File: src/rtl/nco_seq_pkg.sv
// nco_seq_pkg: shared defaults, FSM state type and frequency-table reset value for nco_sequencer
package nco_seq_pkg;
    localparam int SYM_W_DEF = 4;
    localparam int FW_DEF    = 10;
    localparam int DUR_W_DEF = 8;

    typedef enum logic [1:0] {IDLE, WAIT_FINI, HOLD} state_t;

    // Default frequency word: the symbol index in the top SYM_W bits, zeros below.
    function automatic logic [31:0] tbl_rst(input int i, input int sym_w, input int fw);
        return 32'(i) << (fw - sym_w);
    endfunction
endpackage

File: src/rtl/nco_sequencer_fifo.sv
// sym_fifo: DEPTH-entry symbol FIFO, registered storage, push dropped when full
//   clk, reset (async active-low) | push, din: write side | pop, dout: read side (dout valid while !empty)
//   full: DEPTH entries held | empty: no entries held
module sym_fifo #(
    parameter int DEPTH = 8,
    parameter int SYM_W = 4
) (
    input  logic             clk,
    input  logic             reset,
    input  logic             push,
    input  logic [SYM_W-1:0] din,
    input  logic             pop,
    output logic [SYM_W-1:0] dout,
    output logic             full,
    output logic             empty
);
    localparam int AW = (DEPTH > 1) ? $clog2(DEPTH) : 1;

    logic [SYM_W-1:0] mem [DEPTH];
    logic [AW-1:0]    wp_q, wp_d, rp_q, rp_d;
    logic [AW:0]      cnt_q, cnt_d;
    logic             do_push, do_pop;

    function automatic logic [AW-1:0] inc(input logic [AW-1:0] p);
        return (p == AW'(DEPTH - 1)) ? '0 : p + AW'(1);
    endfunction

    assign full  = cnt_q == (AW+1)'(DEPTH);
    assign empty = cnt_q == '0;
    assign dout  = mem[rp_q];

    always_comb begin
        do_push = push & ~full;
        do_pop  = pop & ~empty;
        wp_d    = do_push ? inc(wp_q) : wp_q;
        rp_d    = do_pop ? inc(rp_q) : rp_q;
        cnt_d   = cnt_q + (AW+1)'(do_push) - (AW+1)'(do_pop);
    end

    always_ff @(posedge clk or negedge reset) begin
        if (!reset) begin
            wp_q  <= '0;
            rp_q  <= '0;
            cnt_q <= '0;
        end else begin
            wp_q  <= wp_d;
            rp_q  <= rp_d;
            cnt_q <= cnt_d;
        end
    end

    always_ff @(posedge clk) begin
        if (do_push) mem[wp_q] <= din;
    end
endmodule

File: src/rtl/nco_sequencer.sv
// nco_sequencer: plays queued symbols to an NCO as table-mapped frequency words held for dur+1 cycles
//   clk, reset (async active-low)
//   wr_en, wr_sym, full: symbol FIFO write side
//   tbl_we, tbl_addr, tbl_data: frequency table write port
//   dur: hold length minus 1, sampled at each pop
//   nco_fini: NCO ready | nco_freq, nco_load: word and one-cycle load strobe to the NCO
//   busy: sequencing in progress | underrun: symbol ended with nothing queued
module nco_sequencer
    import nco_seq_pkg::*;
#(
    parameter int SYM_W = SYM_W_DEF,
    parameter int FW    = FW_DEF,
    parameter int DEPTH = 8,
    parameter int DUR_W = DUR_W_DEF
) (
    input  logic             clk,
    input  logic             reset,
    input  logic             wr_en,
    input  logic [SYM_W-1:0] wr_sym,
    output logic             full,
    input  logic             tbl_we,
    input  logic [SYM_W-1:0] tbl_addr,
    input  logic [FW-1:0]    tbl_data,
    input  logic [DUR_W-1:0] dur,
    input  logic             nco_fini,
    output logic [FW-1:0]    nco_freq,
    output logic             nco_load,
    output logic             busy,
    output logic             underrun
);
    localparam int N = 2 ** SYM_W;

    logic [FW-1:0]    tbl_q [N];
    logic [SYM_W-1:0] fifo_dout;
    logic             fifo_empty, pop;
    logic [FW-1:0]    word;

    state_t           state_q, state_d;
    logic [FW-1:0]    freq_next_q, freq_next_d, nco_freq_q, nco_freq_d;
    logic [DUR_W-1:0] dur_l_q, dur_l_d, cnt_q, cnt_d;
    logic             nco_load_q, nco_load_d, busy_q, busy_d, underrun_q, underrun_d;

    sym_fifo #(.DEPTH(DEPTH), .SYM_W(SYM_W)) u_fifo (
        .clk   (clk),
        .reset (reset),
        .push  (wr_en),
        .din   (wr_sym),
        .pop   (pop),
        .dout  (fifo_dout),
        .full  (full),
        .empty (fifo_empty)
    );

    // Reads the registered table, so a write in the same cycle is seen only from the next cycle.
    assign word     = tbl_q[fifo_dout];
    assign nco_freq = nco_freq_q;
    assign nco_load = nco_load_q;
    assign busy     = busy_q;
    assign underrun = underrun_q;

    always_ff @(posedge clk or negedge reset) begin
        if (!reset) begin
            for (int i = 0; i < N; i++) tbl_q[i] <= FW'(tbl_rst(i, SYM_W, FW));
        end else if (tbl_we) begin
            tbl_q[tbl_addr] <= tbl_data;
        end
    end

    always_comb begin
        state_d     = state_q;
        freq_next_d = freq_next_q;
        dur_l_d     = dur_l_q;
        cnt_d       = cnt_q;
        nco_freq_d  = nco_freq_q;
        nco_load_d  = 1'b0;
        underrun_d  = 1'b0;
        pop         = 1'b0;
        case (state_q)
            IDLE: begin
                if (!fifo_empty) begin
                    pop         = 1'b1;
                    freq_next_d = word;
                    dur_l_d     = dur;
                    state_d     = WAIT_FINI;
                end
            end
            WAIT_FINI: begin
                if (nco_fini) begin
                    nco_load_d = 1'b1;
                    nco_freq_d = freq_next_q;
                    cnt_d      = dur_l_q;
                    state_d    = HOLD;
                end
            end
            HOLD: begin
                // The strobe cycle itself does not count; dur+1 hold cycles follow it.
                if (!nco_load_q) begin
                    if (cnt_q != '0) begin
                        cnt_d = cnt_q - DUR_W'(1);
                    end else if (!fifo_empty) begin
                        pop         = 1'b1;
                        freq_next_d = word;
                        dur_l_d     = dur;
                        state_d     = WAIT_FINI;
                    end else begin
                        underrun_d = 1'b1;
                        state_d    = IDLE;
                    end
                end
            end
            default: state_d = IDLE;
        endcase
        busy_d = state_d != IDLE;
    end

    always_ff @(posedge clk or negedge reset) begin
        if (!reset) begin
            state_q     <= IDLE;
            freq_next_q <= '0;
            dur_l_q     <= '0;
            cnt_q       <= '0;
            nco_freq_q  <= '0;
            nco_load_q  <= 1'b0;
            busy_q      <= 1'b0;
            underrun_q  <= 1'b0;
        end else begin
            state_q     <= state_d;
            freq_next_q <= freq_next_d;
            dur_l_q     <= dur_l_d;
            cnt_q       <= cnt_d;
            nco_freq_q  <= nco_freq_d;
            nco_load_q  <= nco_load_d;
            busy_q      <= busy_d;
            underrun_q  <= underrun_d;
        end
    end
endmodule

File: config.mk
export PLATFORM = sky130hd
export DESIGN_NAME = nco_sequencer
export DESIGN_NICKNAME = d
export VERILOG_FILES = /design/src/rtl/nco_seq_pkg.sv /design/src/rtl/nco_sequencer_fifo.sv /design/src/rtl/nco_sequencer.sv
export SDC_FILE = /design/constraint.sdc
export NUM_CORES = 1
export LEC_CHECK = 0
export ABC_AREA = 1
export CORE_ASPECT_RATIO = 0.9
export CORE_MARGIN = 5
export CORE_UTILIZATION = 51
export DETAILED_ROUTE_END_ITERATION = 12
export GPL_ROUTABILITY_DRIVEN = 0
export PLACE_DENSITY = 0.71
export SYNTH_ARGS = -nofsm -noshare
export SYNTH_HDL_FRONTEND = slang
export SYNTH_SLANG_ARGS = --single-unit
export TNS_END_PERCENT = 100
File: constraint.sdc
create_clock -name clk -period 2.9 [get_ports clk]
set_clock_uncertainty 0.1 [all_clocks]
set_input_delay 0.58 -clock clk [delete_from_list [all_inputs] [get_ports clk]]
set_output_delay 0.58 -clock clk [all_outputs]
set_load 0.005 [all_outputs]
After elaboration in Yosys (flattened, before gate mapping)
Memory sizes are Yosys's and may differ from the RTL's.
Cells that the tools add are included.

word-level totals
  memories = 1
  output and inout bits = 14
  input port bits = 31
  bits in writable memories = 32
  flip-flop bits (word level) = 211

operators by class
  bitwise gates (word level) = 6
  reductions and logical operators = 10
  order comparisons = 3
  add/subtract/negate cells = 5
  mux-type cells = 38
  equal/unequal tests = 9

memories
  name        words  width  rd ports  clocked after memory_dff  write ports  line                      RTL
  u_fifo.mem  8      4      1         0                         1            nco_sequencer_fifo.sv:19  logic [SYM_W-1:0] mem [DEPTH];

operators by type and width
  kind                 number
  $bwmux 160           1
  $mux 10              6
  $mux 8               6
  $bmux 10 s4          1
  $demux 10 s4         1
  $pmux 8 s2           2
  $pmux 10 s2          1
  $mux 1               12
  $ge 5x5->1 const B   2
  $not 4->5            2
  $mux 2               4
  $ne 2x2->1 const B   4
  $reduce_bool 8->1    1
  $sub 8x1->8 const B  1
  $add 3x1->3 const B  2
  $eq 3x3->1 const B   2
  $mux 3               2
  $pmux 2 s3           1
  $reduce_bool 2->1    3
  $lt 5x1->1 const B   1
  $add 4x1->4          1
  $eq 4x4->1 const B   1
  $logic_not 4->1      1
  $reduce_and 4->1     1
  10 further kinds     12

Longest topological paths before layout
Gate-level depths: netlist of run 1.
An unclocked memory read counts as a cell.

  depth after elaboration = 9
  mapped depth = 15
  depth with buffers taken out = 14

Modules after synthesis
Synthesis of run 1 repeated with hierarchy kept, for this count alone.

second synthesis, totals
  cells, all modules = 1494
  area, all modules = 11761.3 um2

modules (own cells, without submodules)
  module         area each (um2)  cells each  instances
  nco_sequencer  9705.6           1280        1
  sym_fifo       2055.7           214         1

Worst setup path before layout of run 1
Ideal clock, no wire load.

  path kind = register -> register
  from = register cnt_q[0]
  to = register u_fifo.cnt_q[2]
  path slack = 0.333 ns
  arrival time = 2.343 ns
  stages on the path, launching flop included = 15
  required time = 2.676 ns
  period minus slack after synthesis = 2.567 ns
  cells stage by stage = dfrtp_1 -> inv_1 -> ha_1 -> nand3_1 -> nor2_1 -> nand2_1 -> nand2_1 -> nand3_2 -> clkinv_1 -> buf_2 -> ha_1 -> inv_1 -> ha_1 -> fa_1 -> xor2_1

between the ends
  longest elaborated chain between the ends = 6

ends and longest elaborated chain
  item                       line                      RTL
  from (decl)                nco_sequencer.sv:40       logic [DUR_W-1:0] dur_l_q, dur_l_d, cnt_q, cnt_d;
  from (signal assigned)     nco_sequencer.sv:130      cnt_q <= cnt_d;
  $reduce_bool 8->1          nco_sequencer.sv:98       if (cnt_q != '0) begin
  $mux 1                     nco_sequencer.sv:98
  $mux 1                     nco_sequencer.sv:97       if (!nco_load_q) begin
  $pmux 1 s2                 nco_sequencer.sv:78       case (state_q)
  $and 1x1->1                nco_sequencer_fifo.sv:34  do_pop = pop & ~empty;
  named net u_fifo.do_pop    nco_sequencer_fifo.sv:22  logic do_push, do_pop;
  $sub 4x1->4                nco_sequencer_fifo.sv:37  cnt_d = cnt_q + (AW+1)'(do_push) - (AW+1)'(do_pop);
  named net u_fifo.cnt_d[2]  nco_sequencer_fifo.sv:21  logic [AW:0] cnt_q, cnt_d;
  to (signal assigned)       nco_sequencer_fifo.sv:48  cnt_q <= cnt_d;
  to (decl)                  nco_sequencer_fifo.sv:21

The timed path passes the listed nets, and every way through them passes these cells.
A chain may end at the register's enable or synchronous reset.

Final worst setup path of run 1
  from = register u_fifo.rp_q[0]
  to = register freq_next_q[2]

between the ends
  longest elaborated chain between the ends = 9

ends and longest elaborated chain
  item                                            line                                       RTL
  from (decl)                                     nco_sequencer_fifo.sv:20                   logic [AW-1:0] wp_q, wp_d, rp_q, rp_d;
  from (signal assigned)                          nco_sequencer_fifo.sv:47                   rp_q <= rp_d;
  $mem_v2 8x4 (*)                                 --
  $not 4->5 (implied by the code) (*)             nco_sequencer.sv:55                        assign word = tbl_q[fifo_dout];
  $bmux 10 s4 (*)                                 nco_sequencer.sv:55
  $mux 10 (implied by the code) (*) (2 in a row)  nco_sequencer.sv:55
  $mux 10 (*)                                     nco_sequencer.sv:80, nco_sequencer.sv:100
  $mux 10                                         nco_sequencer.sv:98
  $mux 10                                         nco_sequencer.sv:97
  $pmux 10 s2 (*)                                 nco_sequencer.sv:78
  to (signal assigned)                            nco_sequencer.sv:128                       freq_next_q <= freq_next_d;
  to (decl)                                       nco_sequencer.sv:39                        logic [FW-1:0] freq_next_q, freq_next_d, nco_freq_q, nco_freq_d;

Every way passes the cells marked *; elsewhere a longest branch is shown, timed or not. The select of a mux whose other input is x is not followed.

==> results of run 1 <==
[logic make-up after synthesis]
group / Yosys count
compound gates: 196
xor+xnor: 2
fa+ha+maj: 13
buf+inv: 265
flops: 243
simple gates: 696
[registers in the layout (all words and copies together), names as in the netlist]
| signal | flops |
|---|---|
| u_fifo.cnt_q | 4 |
| freq_next_q | 10 |
| underrun | 1 |
| nco_freq | 10 |
| nco_load | 1 |
| state_q | 2 |
| u_fifo.rp_q | 3 |
| busy | 1 |
| dur_l_q | 8 |
| tbl_q | 160 |
| cnt_q | 8 |
| u_fifo.wp_q | 3 |
| u_fifo.mem | 32 |
[layout make-up]
| type | instances | area share |
|---|---|---|
| Tap cell | 297 | 0.0280 |
| Clock inverter | 6 | 0.00434 |
| Sequential cell | 243 | 0.474 |
| Clock buffer | 42 | 0.0613 |
| Multi-Input combinational cell | 907 | 0.324 |
| Inverter | 174 | 0.0495 |
| Timing Repair Buffer | 77 | 0.0590 |
[power groups by stage]
stage | Sequential [mW] | Clock [mW] | Combinational, mW
2_1_floorplan | 4.80 | 0 | 4.66
3_3_place_gp | 4.97 | 0 | 6.24
3_5_place_dp | 4.98 | 0 | 6.38
4_1_cts | 4.94 | 3.38 | 6.41
5_1_grt | 5.05 | 3.52 | 7.26
6_report | 4.95 | 3.31 | 6.43
[through the flow]
stage / power [mW] / hold WS, ns / cell area, um2 / util
2_1_floorplan: 9.45 / 0.184 / 11700 / -
3_3_place_gp: 11.2 / 0.356 / 12400 / 0.550
3_5_place_dp: 11.4 / 0.365 / 12400 / 0.550
4_1_cts: 14.7 / 0.379 / 13300 / 0.589
5_1_grt: 15.8 / 0.406 / 13300 / 0.589
6_report: 14.7 / 0.375 / 13300 / 0.589
[layer usage]
metal | GRT usage | part of all wire | up-vias
met5 | 0 | 0 | -
met2 | 0.325 | 0.43 | 323
li1 | - | - | 4565
met1 | 0.343 | 0.49 | 4409
met3 | 0.0310 | 0.070 | 42
met4 | 0.0456 | 0.018 | 0
[path summary, 6_finish.rpt]
check / from / end / cells past startpoint
max: u_fifo.rp_q[0] / freq_next_q[2] / 12
min: tbl_q[149] / tbl_q[149] / 2
max reg2reg: u_fifo.rp_q[0] / freq_next_q[2] / 12
min reg2reg: tbl_q[149] / tbl_q[149] / 2
max in group asynchronous: reset / tbl_q[146] / 3
min in group asynchronous: reset / u_fifo.cnt_q[1] / 2
[worst min-delay path, stage by stage (launching register included)]
cell	delay (ns)
dfrtp_1	0.33
nand2_1	0.05
o21ai_0	0.06
[cells in the final DEF, fill, tap and decap left out, drive strengths merged, types with 3 or more instances in the layout]
cell type	Yosys	final
nand2	412	412
nand3	206	206
dfrtp	179	179
o21ai	174	174
inv	172	172
clkdlybuf4s50	0	43
clkbuf	50	43
nand3b	41	41
dfstp	32	32
edfxtp	32	32
buf	41	32
nor2	29	29
ha	12	12
a21oi	10	10
clkinv	2	6
nor3	4	4
a22oi	3	3
==> results.yml, run 1 <==
outcome:
  status: "finished, final reports clean"
drt:
  num_vias: 9339
  ant_nets: 0
  wl_per_cell_um: 16.1
  viasPerCell: 5.35
  drtIter0Drc: 847
  wl_um: 28200
  drc: 0
  first_pass_iters: 6
setup_path:
  cp_max_fo: 80
  worstSetupPathType: "reg2reg"
  crit_arrival_ns: 2.94
  reg2reg_slack_ns: 0.27
  crit_family: "simple AND/OR/NAND/NOR gates"
  crit_chain: "inv_4 -> nand2_1 -> nand3_1 -> nand3_4 -> buf_12 -> nand3_1 -> nand3_1 -> nand3_1 -> nand3_1 -> nand2_1 -> nand2_1 -> nand2_1"
  critPathMaxStageDelay_ns: 0.77
  cpMostUsedCell: "nand3_1"
  critPathBufInv: 2
  slowest_stage: "dfrtp_1"
  crit_required_ns: 3.21
  startpoint_type: "flip-flop"
  critPathCaptureType: "flip-flop"
sta:
  hold_viol: 0
  fin_setup_tns_ns: 0
  layout_min_cycle_time_ns: 2.63
  setup_viol: 0
  setup_slack_ns: 0.271
  finalCritPeriodShare: 0.906
  maxSlewHeadroom: 0.529
  slew_violations: 0
  max_freq_mhz: 380
  rsz0062_at_grt: "false"
  worst-slew-pin-transition_ns: 0.704
power:
  p_seq_frac: 0.337
  power_leakage_nw: 6.31
  combPwrFrac: 0.438
  max-vdd-ir-drop_v: 0.000903
  sw_frac_of_total: 0.407
  cell_internal_pwr_mw: 8.71
  switchingPower_mw: 5.99
  power.density_nw_per_um2: 1110
  p_clk_frac: 0.225
yosys:
  synth-simple-area-share: 0.265
  synth-xor-area-share: 0.00150
  yosys-top-cells-area: "dfrtp_1, nand2_1, nand3_1"
  syn_area_per_cell_um2: 8.23
  synth_flop_cell: "dfrtp_1"
  synth.mux.area_fraction: 0
  synth_edf_count: 32
  synthAdderAreaFrac: 0.0146
  synthTopCellsByCount: "nand2_1, nand3_1, dfrtp_1, o21ai_0, inv_1"
  ys_warn_count: 0
  yosysTopAreaCellShare: 0.384
  synth_compound_gate_area_share: 0.0873
  synth_cells: 1415
  synth_top_cell_by_area: "dfrtp_1"
  synth-seq-area-share: 0.539
  ys_types: 36
  synth-seq-cells: 243
  synth_top_family_by_area: "simple AND/OR/NAND/NOR gates"
  synth.most_common_cell: "nand2_1"
  syn_nets: 1459
  syn_area_um2: 11700
  async_flop_share: 0.868
global_route:
  grt_max_degree: 81
  grt_pass1_wl_um: 47100
  grt_pass1_vias: 9049
  antenna_found_initial: 0
  grt_usage: 0.219
  overflow: 0
clocking:
  cts_buffers: 26
  hold_buffers: 1
  clock-sinks: 243
  clock_path_buffers: 3
  cts_root_buf: "clkbuf_16"
  cts_tree: "yes"
  path_clk_slew_ns: 0.06
  cts_setup_buffers: 0
  htree_levels: 1
  clock_latency_ns: 0.52
  post_cts_resized: 0
hold_path:
  min_path_type: "reg2reg"
place:
  dp_cells: 1697
  dpl_worst_slack_ns: 0.365
  numPortBuffers: 44
  hpwl_um: 18700
layout:
  multi_input_area_um2: 4300
  num-fill-cells: 2026
  fin_cells: 1746
  final_layout_size_suffix_gt1_frac: 0.0814
  diodes: 0
  finalNetCount: 1473
  syn2layout_area_growth_pct: 13.8
  regArea_um2: 6280
floorplan:
  start_util: 0.518
  fp-row-count: 52
  ios: 45
  die_width_um: 169
  die_y_um: 153
  core_um2: 22500
  dieArea_um2: 26000
flow_run:
  cap_viol_max_count: 0
Note: power is estimated with default switching activity, not from simulation.
==> run 2: changes to the inputs <==
--- a/config.mk
+++ b/config.mk
@@ -13,2 +13,3 @@
 export GPL_ROUTABILITY_DRIVEN = 0
+export HOLD_SLACK_MARGIN = 0.1
 export PLACE_DENSITY = 0.71
==> constraint.sdc (replaced) <==
create_clock -name clk -period 2.9 [get_ports clk]
set_clock_uncertainty 0.1 [all_clocks]
set_input_delay 0.29 -clock clk [delete_from_list [all_inputs] [get_ports clk]]
set_output_delay 0.29 -clock clk [all_outputs]
set_load 0.005 [all_outputs]
==> results.yml, run 2 (synthesized netlist as in run 1, its figures left out) <==
outcome:
  status: "finished, final reports clean"
flow_run:
  cap_viol_max_count: 0
sta:
  rsz0062_at_grt: "false"
  worst-slew-pin-transition_ns: 0.718
  max_freq_mhz: 382
  fin_setup_tns_ns: 0
  hold_viol: 0
  slew_violations: 0
  layout_min_cycle_time_ns: 2.62
  setup_slack_ns: 0.280
  setup_viol: 0
  finalCritPeriodShare: 0.903
  maxSlewHeadroom: 0.520
place:
  dpl_worst_slack_ns: 0.328
  hpwl_um: 19000
  dp_cells: 1694
  numPortBuffers: 44
setup_path:
  critPathCaptureType: "flip-flop"
  crit_arrival_ns: 2.98
  startpoint_type: "flip-flop"
  cp_max_fo: 20
  crit_required_ns: 3.26
  worstSetupPathType: "reg2reg"
power:
  power.density_nw_per_um2: 1110
  power_leakage_nw: 6.28
  fin_total_pwr_mw: 14.6
  max-vdd-ir-drop_v: 0.000692
global_route:
  grt_usage: 0.223
  grt_pass1_vias: 8967
  overflow: 0
  antenna_found_initial: 0
  grt_pass1_wl_um: 47600
  grt_max_degree: 81
layout:
  syn2layout_area_growth_pct: 13.3
  diodes: 0
  top_register: "tbl_q"
  finalNetCount: 1470
  final_common_cell: "nand2_1"
  final_cell_mix: "nand2_1, nand3_1, dfrtp_1, o21ai_0, inv_1"
  num-fill-cells: 2015
  final_layout_size_suffix_gt1_frac: 0.0768
  top_regs: "tbl_q: 160 flops, u_fifo.mem: 32 flops"
  largest_reg_flops: 160
  utilization: 0.586
  fin_cells: 1743
clocking:
  clock_latency_ns: 0.53
  cts_tree: "yes"
  cts_root_buf: "clkbuf_16"
  htree_levels: 1
  clock-sinks: 243
  cts_buffers: 26
  path_clk_slew_ns: 0.06
  cts_setup_buffers: 0
  clock_path_buffers: 3
  post_cts_resized: 0
  hold_buffers: 1
floorplan:
  ios: 45
  start_util: 0.518
  die_width_um: 169
  die_y_um: 153
  fp-row-count: 52
  dieArea_um2: 26000
  core_um2: 22500
drt:
  wl_per_cell_um: 16.5
  viasPerCell: 5.41
  drtIter0Drc: 1077
  drc: 0
  num_vias: 9437
  ant_nets: 0
  wl_um: 28700
  first_pass_iters: 6
hold_path:
  min_path_type: "in2reg"
==> run 2: through the flow <==
step	area [um2]	hold WS [ns]
2_1_floorplan	11700	-0.106
3_3_place_gp	12300	0.265
3_5_place_dp	12300	0.267
4_1_cts	13200	0.193
5_1_grt	13200	0.226
6_report	13200	0.205
==> run 2: critical path, cell delays in order, from the launching register on <==
cell and delay, ns:
dfrtp_1 0.72, inv_4 0.18, nand2_1 0.10, nand3_1 0.06, nand3_1 0.11, o21ai_2 0.08, inv_2 0.36, buf_4 0.31
nand3_1 0.10, nand3_1 0.11, nand3_1 0.12, nand2_1 0.09, nand2_1 0.05, nand2_1 0.07
==> run 2: final cells by class <==
type / count / area, um2 / share of cell area
well taps: 297 / 372 / 0.0281
flip-flops and latches: 243 / 6280 / 0.476
multi-input cells: 907 / 4300 / 0.325
clock inverters: 4 / 73.8 / 0.00559
clock buffers: 44 / 790 / 0.0598
inverters: 174 / 656 / 0.0497
repair buffers: 74 / 734 / 0.0556
==> run 2: where the power goes <==
group | switching (mW) | internal, mW | total (mW)
logic | 4.06 | 2.25 | 6.32
registers | 0.547 | 4.41 | 4.96
clock network | 1.33 | 2.02 | 3.35
total | 5.94 | 8.69 | 14.6
==> run 2: layer usage <==
| layer | global-route usage | share of wire | up-vias |
|---|---|---|---|
| met2 | 0.328 | 0.43 | 380 |
| met4 | 0.0517 | 0.017 | 0 |
| met5 | 0 | 0 | - |
| li1 | - | - | 4560 |
| met1 | 0.351 | 0.48 | 4458 |
| met3 | 0.0331 | 0.077 | 39 |
==> run 2: path summary, 6_finish.rpt <==
kind	start	endpoint	slack [ns]	cells after the start
max	u_fifo.rp_q[0]	freq_next_q[5]	0.28	13
min	dur[4]	dur_l_q[4]	0.20	3
max reg2reg	u_fifo.rp_q[0]	freq_next_q[5]	0.28	13
min reg2reg	nco_freq[5]	nco_freq[5]	0.38	2
max in group asynchronous	reset	tbl_q[9]	1.65	3
min in group asynchronous	reset	underrun	0.26	2
